## src/rtl/audio_gain_stage.sv

```systemverilog
// N-channel audio gain stage: bypass / gain / mute with a de-zipper gain ramp and saturation.
// One registered multiplier is shared across channels and sequenced by a small FSM.
module audio_gain_stage #(
    parameter int DATA_W    = 24,
    parameter int NUM_CH    = 2,
    parameter int GAIN_W    = 16,
    parameter int RAMP_STEP = 16
) (
    input  logic                     i_clock,
    input  logic                     i_reset_n,
    input  logic                     i_data_valid,
    input  logic [NUM_CH*DATA_W-1:0] i_data,
    input  logic [1:0]               i_mode,
    input  logic [GAIN_W-1:0]        i_gain_target,
    output logic                     o_data_valid,
    output logic [NUM_CH*DATA_W-1:0] o_data,
    output logic [NUM_CH-1:0]        o_clip,
    output logic                     o_busy,
    output logic                     o_overrun
);

    // state | meaning
    // IDLE  | waiting for a frame; latch frame, mode and ramped gain on i_data_valid
    // CALC  | one channel per cycle through the multiplier, plus one drain cycle
    // DONE  | publish o_data / o_clip and pulse o_data_valid
    typedef enum logic [1:0] {IDLE, CALC, DONE} state_t;

    localparam int PROD_W = DATA_W + GAIN_W + 1;
    localparam int IDX_W  = $clog2(NUM_CH + 1);

    localparam logic [GAIN_W-1:0]        UNITY    = GAIN_W'(1) << (GAIN_W - 2);
    localparam logic [GAIN_W-1:0]        STEP     = GAIN_W'(RAMP_STEP);
    localparam logic [IDX_W-1:0]         LAST_IDX = IDX_W'(NUM_CH);
    localparam logic signed [PROD_W-1:0] SAT_MAX  = {{(PROD_W-DATA_W+1){1'b0}}, {(DATA_W-1){1'b1}}};
    localparam logic signed [PROD_W-1:0] SAT_MIN  = {{(PROD_W-DATA_W+1){1'b1}}, {(DATA_W-1){1'b0}}};

    state_t state, state_nxt;

    logic [NUM_CH*DATA_W-1:0] frame_r;
    logic [NUM_CH*DATA_W-1:0] res_r;
    logic [NUM_CH-1:0]        clip_r;
    logic                     bypass_r;
    logic [GAIN_W-1:0]        g_cur;
    logic [IDX_W-1:0]         idx;
    logic [IDX_W-1:0]         wr_idx;
    logic signed [PROD_W-1:0] prod_r;
    logic [DATA_W-1:0]        samp_r;

    logic [GAIN_W-1:0]        g_tgt;
    logic [GAIN_W-1:0]        g_diff;
    logic [GAIN_W-1:0]        g_next;
    logic [DATA_W-1:0]        sample_sel;
    logic signed [PROD_W-1:0] mul_a;
    logic signed [PROD_W-1:0] mul_b;
    logic signed [PROD_W-1:0] prod;
    logic signed [PROD_W-1:0] shifted;
    logic [DATA_W-1:0]        res_val;
    logic                     clip_val;

    always_comb begin
        g_tgt  = UNITY;
        g_diff = '0;
        g_next = g_cur;
        case (i_mode)
            2'b01:   g_tgt = i_gain_target;
            2'b10:   g_tgt = '0;
            default: g_tgt = UNITY;
        endcase
        if (RAMP_STEP == 0) begin
            g_next = g_tgt;
        end else if (g_tgt >= g_cur) begin
            g_diff = g_tgt - g_cur;
            g_next = g_cur + ((g_diff > STEP) ? STEP : g_diff);
        end else begin
            g_diff = g_cur - g_tgt;
            g_next = g_cur - ((g_diff > STEP) ? STEP : g_diff);
        end
    end

    always_comb begin
        sample_sel = '0;
        for (int k = 0; k < NUM_CH; k++) begin
            if (idx == IDX_W'(k)) sample_sel = frame_r[k*DATA_W +: DATA_W];
        end
    end

    // Both operands are sign-extended to the full product width so the product is exact.
    assign mul_a = PROD_W'($signed(sample_sel));
    assign mul_b = PROD_W'($signed({1'b0, g_cur}));
    assign prod  = mul_a * mul_b;

    assign shifted = prod_r >>> (GAIN_W - 2);
    assign wr_idx  = idx - IDX_W'(1);

    always_comb begin
        res_val  = shifted[DATA_W-1:0];
        clip_val = 1'b0;
        if (bypass_r) begin
            res_val = samp_r;
        end else if (shifted > SAT_MAX) begin
            res_val  = {1'b0, {(DATA_W-1){1'b1}}};
            clip_val = 1'b1;
        end else if (shifted < SAT_MIN) begin
            res_val  = {1'b1, {(DATA_W-1){1'b0}}};
            clip_val = 1'b1;
        end
    end

    always_ff @(posedge i_clock or negedge i_reset_n) begin
        if (!i_reset_n) state <= IDLE;
        else            state <= state_nxt;
    end

    always_comb begin
        state_nxt = state;
        case (state)
            IDLE:    if (i_data_valid) state_nxt = CALC;
            CALC:    if (idx == LAST_IDX) state_nxt = DONE;
            DONE:    state_nxt = IDLE;
            default: state_nxt = IDLE;
        endcase
    end

    always_ff @(posedge i_clock or negedge i_reset_n) begin
        if (!i_reset_n) begin
            frame_r      <= '0;
            res_r        <= '0;
            clip_r       <= '0;
            bypass_r     <= 1'b0;
            g_cur        <= UNITY;
            idx          <= '0;
            prod_r       <= '0;
            samp_r       <= '0;
            o_data_valid <= 1'b0;
            o_data       <= '0;
            o_clip       <= '0;
            o_busy       <= 1'b0;
            o_overrun    <= 1'b0;
        end else begin
            o_data_valid <= 1'b0;
            o_overrun    <= i_data_valid && (state != IDLE);
            case (state)
                IDLE: begin
                    if (i_data_valid) begin
                        frame_r  <= i_data;
                        bypass_r <= (i_mode == 2'b00) || (i_mode == 2'b11);
                        g_cur    <= g_next;
                        idx      <= '0;
                        o_busy   <= 1'b1;
                    end
                end
                CALC: begin
                    // Product for channel idx is registered; channel idx-1 is saturated and stored.
                    prod_r <= prod;
                    samp_r <= sample_sel;
                    if (idx != '0) begin
                        for (int k = 0; k < NUM_CH; k++) begin
                            if (wr_idx == IDX_W'(k)) begin
                                res_r[k*DATA_W +: DATA_W] <= res_val;
                                clip_r[k]                 <= clip_val;
                            end
                        end
                    end
                    idx <= idx + IDX_W'(1);
                end
                DONE: begin
                    o_data       <= res_r;
                    o_clip       <= clip_r;
                    o_data_valid <= 1'b1;
                    o_busy       <= 1'b0;
                end
                default: ;
            endcase
        end
    end

endmodule
```

## config.mk

```make
export PLATFORM = sky130hd
export DESIGN_NAME = audio_gain_stage
export DESIGN_NICKNAME = d
export VERILOG_FILES = /design/src/rtl/audio_gain_stage.sv
export SDC_FILE = /design/constraint.sdc
export NUM_CORES = 2
export LEC_CHECK = 0
export CAP_MARGIN = 20
export CORE_MARGIN = 4
export CORE_UTILIZATION = 57
export DETAILED_ROUTE_END_ITERATION = 7
export PLACE_DENSITY = 0.77
export SLEW_MARGIN = 20
export SYNTH_ARGS = -nofsm -noshare
export SYNTH_HDL_FRONTEND = slang
export SYNTH_SLANG_ARGS = --single-unit
```

## constraint.sdc

```tcl
create_clock -name i_clock -period 6.95 [get_ports i_clock]
set_input_delay 0.695 -clock i_clock [delete_from_list [all_inputs] [get_ports i_clock]]
set_output_delay 0.695 -clock i_clock [all_outputs]
set_load 0.01 [all_outputs]
```

==> metrics.md <==
| Metric | Value |
|---|---|
| Synth area leaders | `fa_1 (31%), dfrtp_1 (22%), nand2_1 (9.1%), ha_1 (7.9%), inv_1 (7.2%)` |
| Met2 Use GR | `between 50 and 60%` |
| Slew @ Worst Pin | `around 1100 ps` |
| Grt total ovfl | `0` |
| Antenna violations before repair | `0` |
| Post-synth EDFFs | `0` |
| Crit path largest cell delay | `about 540 ps` |
| Share of post-route cells with drive strength above 1 | `16.7%` |
| Max-slew violations | `0` |
| DIE AREA | `roughly 47000 µm²` |
| Unrepaired setup endpoints after global routing | `true` |
| Synth Register Bits | `about 220` |
| Total wire length | `just under 70 mm` |
| Status | `completed` |
| Global placement routability congestion | `approximately 1` |
| H-Tree Level Count | `1` |
| Fmax | `between 100 and 150 MHz` |
| Crit path max fanout | `4` |
| Met1 usage | `between 30% and 40%` |
| Fraction of registers with async set/reset | `100%` |
| Clock Sinks | `223` |
| Critical path's most frequent cell | `fa_1` |
| Via/cell ratio | `between 5 and 6` |
| Synth cell types | `65` |
| Total number of yosys warnings | `0` |
| Crit path kind | `flop to flop` |
| Final Critical Period | `slightly below 7000 ps` |
| WP data arrival | `7350 ps` |
| Die H | `between 200 and 250 µm` |
| ANT nets after route | `0` |
| Layout area overhead | `21.6%` |
| Synthesized area | `24700 µm²` |
| CTS Buf Count | `26` |
| CORE AREA | `about 43000 µm²` |
| Cell accounting for the most synthesized area | `fa_1` |
| Most common library cells after synthesis | `nand2_1 (598), inv_1 (475), fa_1 (378), dfrtp_1 (222), ha_1 (156)` |
| Hpwl dp | `between 50 and 60 mm` |
| Router iterations before antenna repair | `6` |
| Initial DRC Count | `~1500` |
| Pin count of the biggest net entering global routing | `around 160` |
| Max-cap viol count | `0` |
| Seq/Total Area, Yosys | `around 23%` |
| Worst skew pair latency | `560 ps` |
| Max_slew headroom | `27.8%` |
| CTS root buf | `clkbuf_16` |
| Num rows | `76` |
| Fin crit share | `between 90% and 100%` |
| Slowest-stage cell, CP | `fa_1` |
| Critical Path RT | `7360 ps` |
| Total I/O pin count | `~120` |
| Placed Cells | `~3600` |
| Final std cells w/o fill | `between 3000 and 4000` |
| Post-DR wirelength/cell | `~19 µm` |
| Synth Flop Type | `dfrtp_1` |
| Syn Inst Count | `between 2000 and 3000` |
| Worst hold path type | `primary input to asynchronous set/reset pin` |
| # port buffers | `~120` |
| Hold slack | `93.0 ps` |
| Avg Cell Area, Syn | `between 9 and 10 µm²` |
| CTS tree | `yes` |
| Worst Setup Start Kind | `flop` |
| Final hold vios | `0` |
| Final-report setup violation count | `0` |
| DR vias | `slightly above 20000` |
| Initial Util | `between 50 and 60%` |
| Internal reg-to-reg setup slack | `9 ps` |
| GRT busiest layer | `met2` |
| Layout net count | `~3700` |
| First-pass GRT wire length | `110 mm` |
| CP endpoint kind | `flop` |
| Post-synth top area share | `30.6%` |
| CTS clock-pin slew for the worst setup and hold paths | `~70 ps` |
| GRT met3 Usage | `approximately 4.4%` |
| Drc violations | `0` |
| Ant diodes | `0` |
| Top-count cell post-synth | `nand2_1` |
| Vias in the first global route | `21500` |
| Worst Skew | `between 15 and 20 ps` |
| Max clock buf depth | `3` |
| GR Util All Layers | `29.2%` |
| Die W | `approximately 220 µm` |
| Net count after synthesis | `~3300` |
-- flip-flops by register name, summed over array words and instances, names as in the netlist, 16 cells and up --
register and cells:
frame_r 48, g_cur 16, o_data 48, prod_r 27, res_r 48, samp_r 24
-- path summary, 6_finish.rpt --
check | depth (start not counted) | start | end
worst max register to register | 32 | idx[1]$_DFFE_PN0P_ | prod_r[40]$_DFFE_PN0P_
min in group i_clock | 2 | o_busy$_DFFE_PN0P_ | o_busy$_DFFE_PN0P_
worst max-delay path | 32 | idx[1]$_DFFE_PN0P_ | prod_r[40]$_DFFE_PN0P_
max in group asynchronous | 2 | i_reset_n | frame_r[34]$_DFFE_PN0P_
worst min-delay path | 1 | i_reset_n | o_data[7]$_DFFE_PN0P_
worst min register to register | 2 | o_busy$_DFFE_PN0P_ | o_busy$_DFFE_PN0P_
-- logic make-up after synthesis --
logic type	synth area share, %
AOI/OAI and AO/OA	9.89
xor gates and xnor gates	2.16
adders and majority gates	38.5
buffers and inverters	9.16
DFF	22.6
muxes	2.49
and+or+nand+nor	15.2
-- layout make-up --
class,count,area (µm²)
multi-input combinational,1923,17600
fill,3161,12900
sequential,223,5580
timing repair buffer,400,3520
inverter,479,1800
clock buffer,42,791
tap,585,732
clock inverter,5,81.3
-- timing repair --
| item | in CTS | in global routing |
|---|---|---|
| pin swaps | 20 | 112 |
| hold buffers | 0 | 0 |
| resized for setup | 58 | 137 |
| endpoints found under the setup margin | 22 | 27 |
| buffers inserted | 11 | 33 |
| cloned | 1 | 3 |
-- routing by layer --
layer,wire (µm),share of wire (%)
met4,2560,3.7
met1,26100,38
met5,0,0
met3,4990,7.2
met2,35400,51
-- cell usage in the layout (no fill, tap or decap), drive strengths merged, types with 76 or more instances in the layout --
master / synthesis / routed
o21ai: 137 / 137
a21oi: 78 / 78
clkdlybuf4s50: 0 / 120
fa: 378 / 378
ha: 156 / 156
inv: 476 / 477
and2: 76 / 76
buf: 5 / 278
dfrtp: 222 / 222
nor2: 115 / 115
nand2: 598 / 598
-- per-stage QoR --
stage	instance area, µm²	setup TNS [ps]	setup WS [ps]	utilization [%]
2_1_floorplan	24700	-15.1	-15.1	-
3_3_place_gp	28000	-5160	-665	65.2
3_5_place_dp	28000	-7440	-756	65.2
4_1_cts	29200	-12.1	-12.1	68.0
5_1_grt	30100	-1300	-157	69.9
6_report	30100	0	8.89	69.9
-- critical path: cells and delay by family, from the launching register on --
family | cells | cell delay, ps
and+or+nand+nor | 3 | 340
buffers and inverters | 11 | 1120
AOI/OAI and AO/OA | 9 | 1290
adders and majority gates | 8 | 3500
DFF | 1 | 400
xor gates and xnor gates | 1 | 120
Power is left out: the tool's default activity adds up to more than one toggle a clock period on the data nets, which glitch-free logic cannot reach.
==> patch 1: new RTL, same settings <==
Set the parameter `NUM_CH` to 1 (it was 2).
--- a/src/rtl/audio_gain_stage.sv
+++ b/src/rtl/audio_gain_stage.sv
@@ -2,7 +2,7 @@
 // One registered multiplier is shared across channels and sequenced by a small FSM.
 module audio_gain_stage #(
     parameter int DATA_W    = 24,
-    parameter int NUM_CH    = 2,
+    parameter int NUM_CH    = 1,
     parameter int GAIN_W    = 16,
     parameter int RAMP_STEP = 16
 ) (
Interface: changed (resized i_data, o_clip and o_data); port bits go from 122 to 73. No check against the original RTL was run, so the function may have changed too.
==> patch 1 against the unedited design <==
  * Area after synthesis decreased by 11%
  * Hold slack improved by 0.18 ns
  * Sequential share of layout area decreased by 4.0 points
  * Critical path type unchanged
  * The run now ends with design-rule violations left
  * Sequential cell count decreased by 75
  * Final cell count decreased by 12%
  * Wire length decreased by 18%
  * Count of clock-buffer cells in the layout decreased by 23
  * Fmax increased by 0.42%
  * Worst setup slack improved by 0.029 ns
  * Final area decreased by 15%
  * Clock skew about the same
  * Die area decreased by 10%
Power is not shown: default switching activity piles up to over one toggle a cycle in this logic, so the estimate is an artifact.
==> patch 1: results (changes against the unedited design) <==
STA
  • Worst Tran Pin Value: 0.975 ns (-0.108 ns)
  • Clock Skew: 0.0173 ns (-0.000243 ns)
  • Final Hold Slack: 0.271 ns (+0.178 ns)

Detailed routing
  • Metal2 WL: 29200 microns (-17%)
  • M1 WL: 22100 microns (-15%)
  • Met3 wire length: 2720 microns (-45%)
  • DRC violation count after routing: 1 (+1)
  • Drt via density: 5.48 (-0.74%)
  • Routed WL: 57000 microns (-18%)
  • Pre-antenna DRT Iters: 8 (+2)
  • Iter 0 DRT Violations: 1315 (-12%)

Cells and area
  • NumNets Final: 3286 (-10%)
  • N_diodes: 0 (unchanged)
  • Proportion of layout cells with a drive suffix above 1: 12.4% (-4.3 points)
  • # fillers: 2923 (-7.5%)
  • Area grow syn2layout: 15.5%

GRT
  • Number of global-route vias before repair: 18831 (-12%)
  • First-pass GRT wire length: 91600 microns (-17%)
  • Gr usage total: 27.1% (-2.1 points)
  • Largest net degree at the start of global routing: 76 (-51%)

Yosys
  • YS warnings: 0 (unchanged)
  • Synth top cells by count: inv_1, nand2_1, fa_1
  • Sequential-to-total area share from yosys stat: 16.8% (-5.8 points)
  • Yosys cell types: 71 (+9.2%)
  • Top cells by area, synth: fa_1, dfrtp_1, inv_1, nand2_1, ha_1
  • Syn_nets: 3137 (-6.3%)

Critical path
  • RR Startpoint: idx
  • CP Max Fanout: 8 (+4)
  • CP max stage delay: 0.56 ns (+0.02 ns)
  • Arrival time worst endpoint: 7.22 ns (-0.13 ns)
  • RR Endpoint: prod_r[23]
  • Reg2Reg Depth: 27 (-16%)
  • Flop2flop setup slack: 0.04 ns (+0.03 ns)

Run
  • Max_cap viols: 0 (unchanged)

Place
  • Routability cong.: 0.922 (-5.2%)
  • Post-place setup slack: -0.321 ns (+0.434 ns)
  • PortBufs: 72 (-40%)
  • Final HPWL DP: 43500 microns (-19%)

Run status
  • Outcome: finished with violations
  • Failing checks: design-rule violations

Clock tree
  • Worst skew pair latency: 0.44 ns (-0.12 ns)
  • CTS H-tree lvls: 4 (+3)
  • CTS buffer count: 17 (-35%)
  • CTS max path bufs: 2 (-1)
patch 1: changes by cell type after synthesis, sizes merged, moves of 14 or more:
cell / change
nand3: +41
a21oi: -18
nor2b: +26
nand2: -59
o21a: -27
dfrtp: -75
mux2: -23
inv: +74
and2: +35
a22o: -14
o21ai: -45
nor2: -66
patch 1: how the worst max path moves through the flow:
stage          slack (ns)  depth (start not counted)         end
2_1_floorplan        0.03                         27  prod_r[36]
4_1_cts            0.0002                         25  prod_r[37]
3_3_place_gp        -0.19                         30   g_cur[15]
5_1_grt             -0.17                         27  prod_r[23]
6_report             0.04                         27  prod_r[23]
3_5_place_dp        -0.32                         30   g_cur[15]
patch 1: stage by stage:
step	std cells	instance area [sq um]
final	3236	25500
after global routing	3236	25500
after CTS	3202	24800
after detailed placement	3170	24200
after global placement	3170	24200
after floorplan	2563	22100
patch 1: logic make-up after synthesis:
| logic type | after synthesis | synth area share [%] |
|---|---|---|
| AND/OR/NAND/NOR | 858 | 17.4 |
| buffers and inverters | 676 | 11.6 |
| adder cells (fa/ha/maj) | 529 | 42.8 |
| flip-flops | 148 | 16.8 |
| XOR/XNOR | 59 | 2.34 |
| multiplexers | 35 | 1.77 |
| AO/OA/AOI/OAI | 258 | 7.42 |
patch 1: critical path, delay by kind of cell, from the launching register on:
family / cells / cell delay, ns
flip-flops: 1 / 0.46
adder cells (fa/ha/maj): 7 / 3.21
XOR/XNOR: 1 / 0.23
AND/OR/NAND/NOR: 3 / 0.45
AO/OA/AOI/OAI: 7 / 1.50
buffers and inverters: 9 / 0.91
patch 1: routing by layer:
| layer | vias up | global-route usage, % |
|---|---|---|
| li1 | 7996 | - |
| met1 | 8883 | 33.8 |
| met2 | 645 | 48.9 |
| met3 | 198 | 2.41 |
| met4 | 0 | 10.9 |
| met5 | - | 0 |
patch 1: area by class of cell:
| cell class | instances | area share [%] |
|---|---|---|
| multi-input combinational | 1739 | 63.6 |
| timing repair buffer | 256 | 9.00 |
| clock buffer | 19 | 1.74 |
| tap | 511 | 2.51 |
| clock inverter | 13 | 0.564 |
| sequential | 148 | 14.5 |
| inverter | 550 | 8.09 |
patch 1: timing repair:
action | CTS | global route
hold buffers | 0 | 0
setup buffers | 0 | 28
resized for setup | 3 | 103
pin swaps | 0 | 30
endpoints found under the setup margin | 8 | 15
cloned | 0 | 7
==> patch 2: new RTL, same flow settings <==
Made on the original files. Reset style: synchronous (`i_reset_n`), changed in 2 clocked blocks.
--- a/src/rtl/audio_gain_stage.sv
+++ b/src/rtl/audio_gain_stage.sv
@@ -106,7 +106,7 @@
         end
     end
 
-    always_ff @(posedge i_clock or negedge i_reset_n) begin
+    always_ff @(posedge i_clock) begin
         if (!i_reset_n) state <= IDLE;
         else            state <= state_nxt;
     end
@@ -121,7 +121,7 @@
         endcase
     end
 
-    always_ff @(posedge i_clock or negedge i_reset_n) begin
+    always_ff @(posedge i_clock) begin
         if (!i_reset_n) begin
             frame_r      <= '0;
             res_r        <= '0;
Function: differs if i_reset_n is asserted again (counterexample within 4 cycles, from zero or initial values and one cycle with i_reset_n low); with i_reset_n held inactive, the same outputs for 4 cycles.
==> patch 2 against the unedited design <==
  * Wire length rose by 13%
  * Worst setup slack improved by 0.049 ns
  * Fmax rose by 0.70%
  * Die area rose by 1.3%
  * Final area rose by 2.7%
  * Area after synthesis rose by 1.3%
  * Sequential cell count did not move
Power is left out: it rests on default switching activity, and per cell area and clock period it moved more than threefold.
==> patch 2: results (changes against the unedited design) <==
Yosys
  • Sequential-to-total area share from yosys stat: 17.8% (-4.8 points)
  • Yosys cell types: 83 (+28%)
  • Synth async-reset ratio: 0% (-100 points)
  • Syn avg cell area: 8.34 sq um (-7.3%)
  • Main flop type after synthesis: dfxtp_1
  • YS warnings: 0 (unchanged)
  • Synth top cells by count: nand2_1, inv_1, fa_1
  • Top cells by area, synth: fa_1, dfxtp_1, nand2_1, ha_1, inv_1
  • Syn_nets: 3605 (+7.6%)

Clock tree
  • Worst skew pair latency: roughly 0.55 ns
  • CTS buffer count: 24 (-7.7%)
  • CTS H-tree lvls: 1 (unchanged)
  • CTS max path bufs: 3 (unchanged)
  • Root Buffer: clkbuf_16
  • Worst-path clk slew: 0.07 ns (about the same)

Detailed routing
  • Vias post-DR: 22159 (+9.8%)
  • Routed WL: 77900 microns (+13%)
  • Drt via density: 5.61 (+1.6%)
  • Iter 0 DRT Violations: 1845 (+24%)
  • Pre-antenna DRT Iters: 6 (unchanged)

Critical path
  • Arrival time worst endpoint: 7.33 ns (-0.02 ns)
  • CP max stage delay: 0.57 ns (+0.03 ns)
  • Slowest-stage cell, CP: fa_1
  • CP Max Fanout: 5 (+1)

Place
  • Placed insts: 3872 (+8.7%)
  • PortBufs: 121 (unchanged)
  • Routability cong.: 0.980 (+0.72%)
  • Final HPWL DP: 61000 microns (+14%)
  • Post-place setup slack: -0.542 ns (+0.214 ns)

Min path
  • Worst hold-check path type: register to register

GRT
  • Gr usage total: 32.4% (+3.1 points)
  • Antenna violations before repair: 1 (+1)
  • Number of global-route vias before repair: 23340 (+8.6%)
  • First-pass GRT wire length: 123000 microns (+11%)
  • Largest net degree at the start of global routing: 117 (-25%)

Cells and area
  • Proportion of layout cells with a drive suffix above 1: 16.0% (-0.67 points)
  • Util after Layout: 71.3% (+1.4 points)
  • # fillers: 3195 (+1.1%)
  • Largest regs: frame_r (48), o_data (48), res_r (48)
  • N_diodes: 0 (unchanged)

STA
  • Worst Tran Pin Value: 1.06 ns (-0.0229 ns)
  • Clock Skew: 0.0236 ns (+0.00610 ns)

Run status
  • Outcome: completed
[patch 2: cell types whose count changed in the layout (fill, tap and decap cells not counted), sizes merged, moves of 14 or more]
cell,delta
a21boi,+106
a22o,-14
and2,+35
buf,+84
dfrtp,-222
dfxtp,+223
mux2,-51
nand2,+37
nor2,+51
nor3,+17
nor3b,+16
o211a,+59
o21ai,-53
[patch 2: critical path, delay by kind of cell (launching register included)]
family                   cells  cell delay [ns]
adder cells (fa/ha/maj)      8             3.49
AO/OA/AOI/OAI                7             1.09
buffers and inverters       10             1.06
AND/OR/NAND/NOR              4             0.57
flip-flops                   1             0.39
XOR/XNOR                     1             0.15
[patch 2: final timing paths]
kind / slack, ns / depth (start not counted) / from / end
setup / recovery: 0.06 / 30 / idx[0] / prod_r[36]
setup reg to reg: 0.06 / 30 / idx[0] / prod_r[36]
hold reg to reg: 0.45 / 2 / prod_r[25] / prod_r[25]
hold / removal: 0.45 / 2 / prod_r[25] / prod_r[25]
[patch 2: stage by stage]
stage	instance area, sq um	setup TNS (ns)	hold slack, ns
5_1_grt	30900	-0.977	0.485
6_report	30900	0	0.447
3_5_place_dp	28900	-5.12	0.444
3_3_place_gp	28900	-2.59	0.445
4_1_cts	29900	0	0.461
2_1_floorplan	25100	-0.00329	0.426
[patch 2: cell type report]
cell class                 instances  share of cell area [%]
multi-input combinational       2134                    60.7
sequential                       223                    14.5
timing repair buffer             485                    13.9
inverter                         483                    5.89
tap                              585                    2.37
clock buffer                      33                    2.15
clock inverter                    10                   0.551
[patch 2: repair_timing]
item / CTS / global route
pin swaps: 5 / 82
setup buffers: 4 / 30
gates resized for setup: 25 / 141
cloned: 1 / 4
setup endpoints to repair: 19 / 24
hold buffers: 0 / 0
[patch 2: kinds of logic after synthesis]
logic type | synth area share, %
xor gates and xnor gates | 1.92
AOI/OAI and AO/OA | 13.8
buffers and inverters | 9.80
DFF | 17.8
adders and majority gates | 38.0
and+or+nand+nor | 18.3
muxes | 0.285
[patch 2: per-layer routing]
layer,global-route usage [%],up-vias,routed length (microns)
met2,55.3,897,38000
met1,40.7,10907,29900
li1,-,10061,-
met4,14.8,0,4690
met3,4.83,294,5390
met5,0,-,0
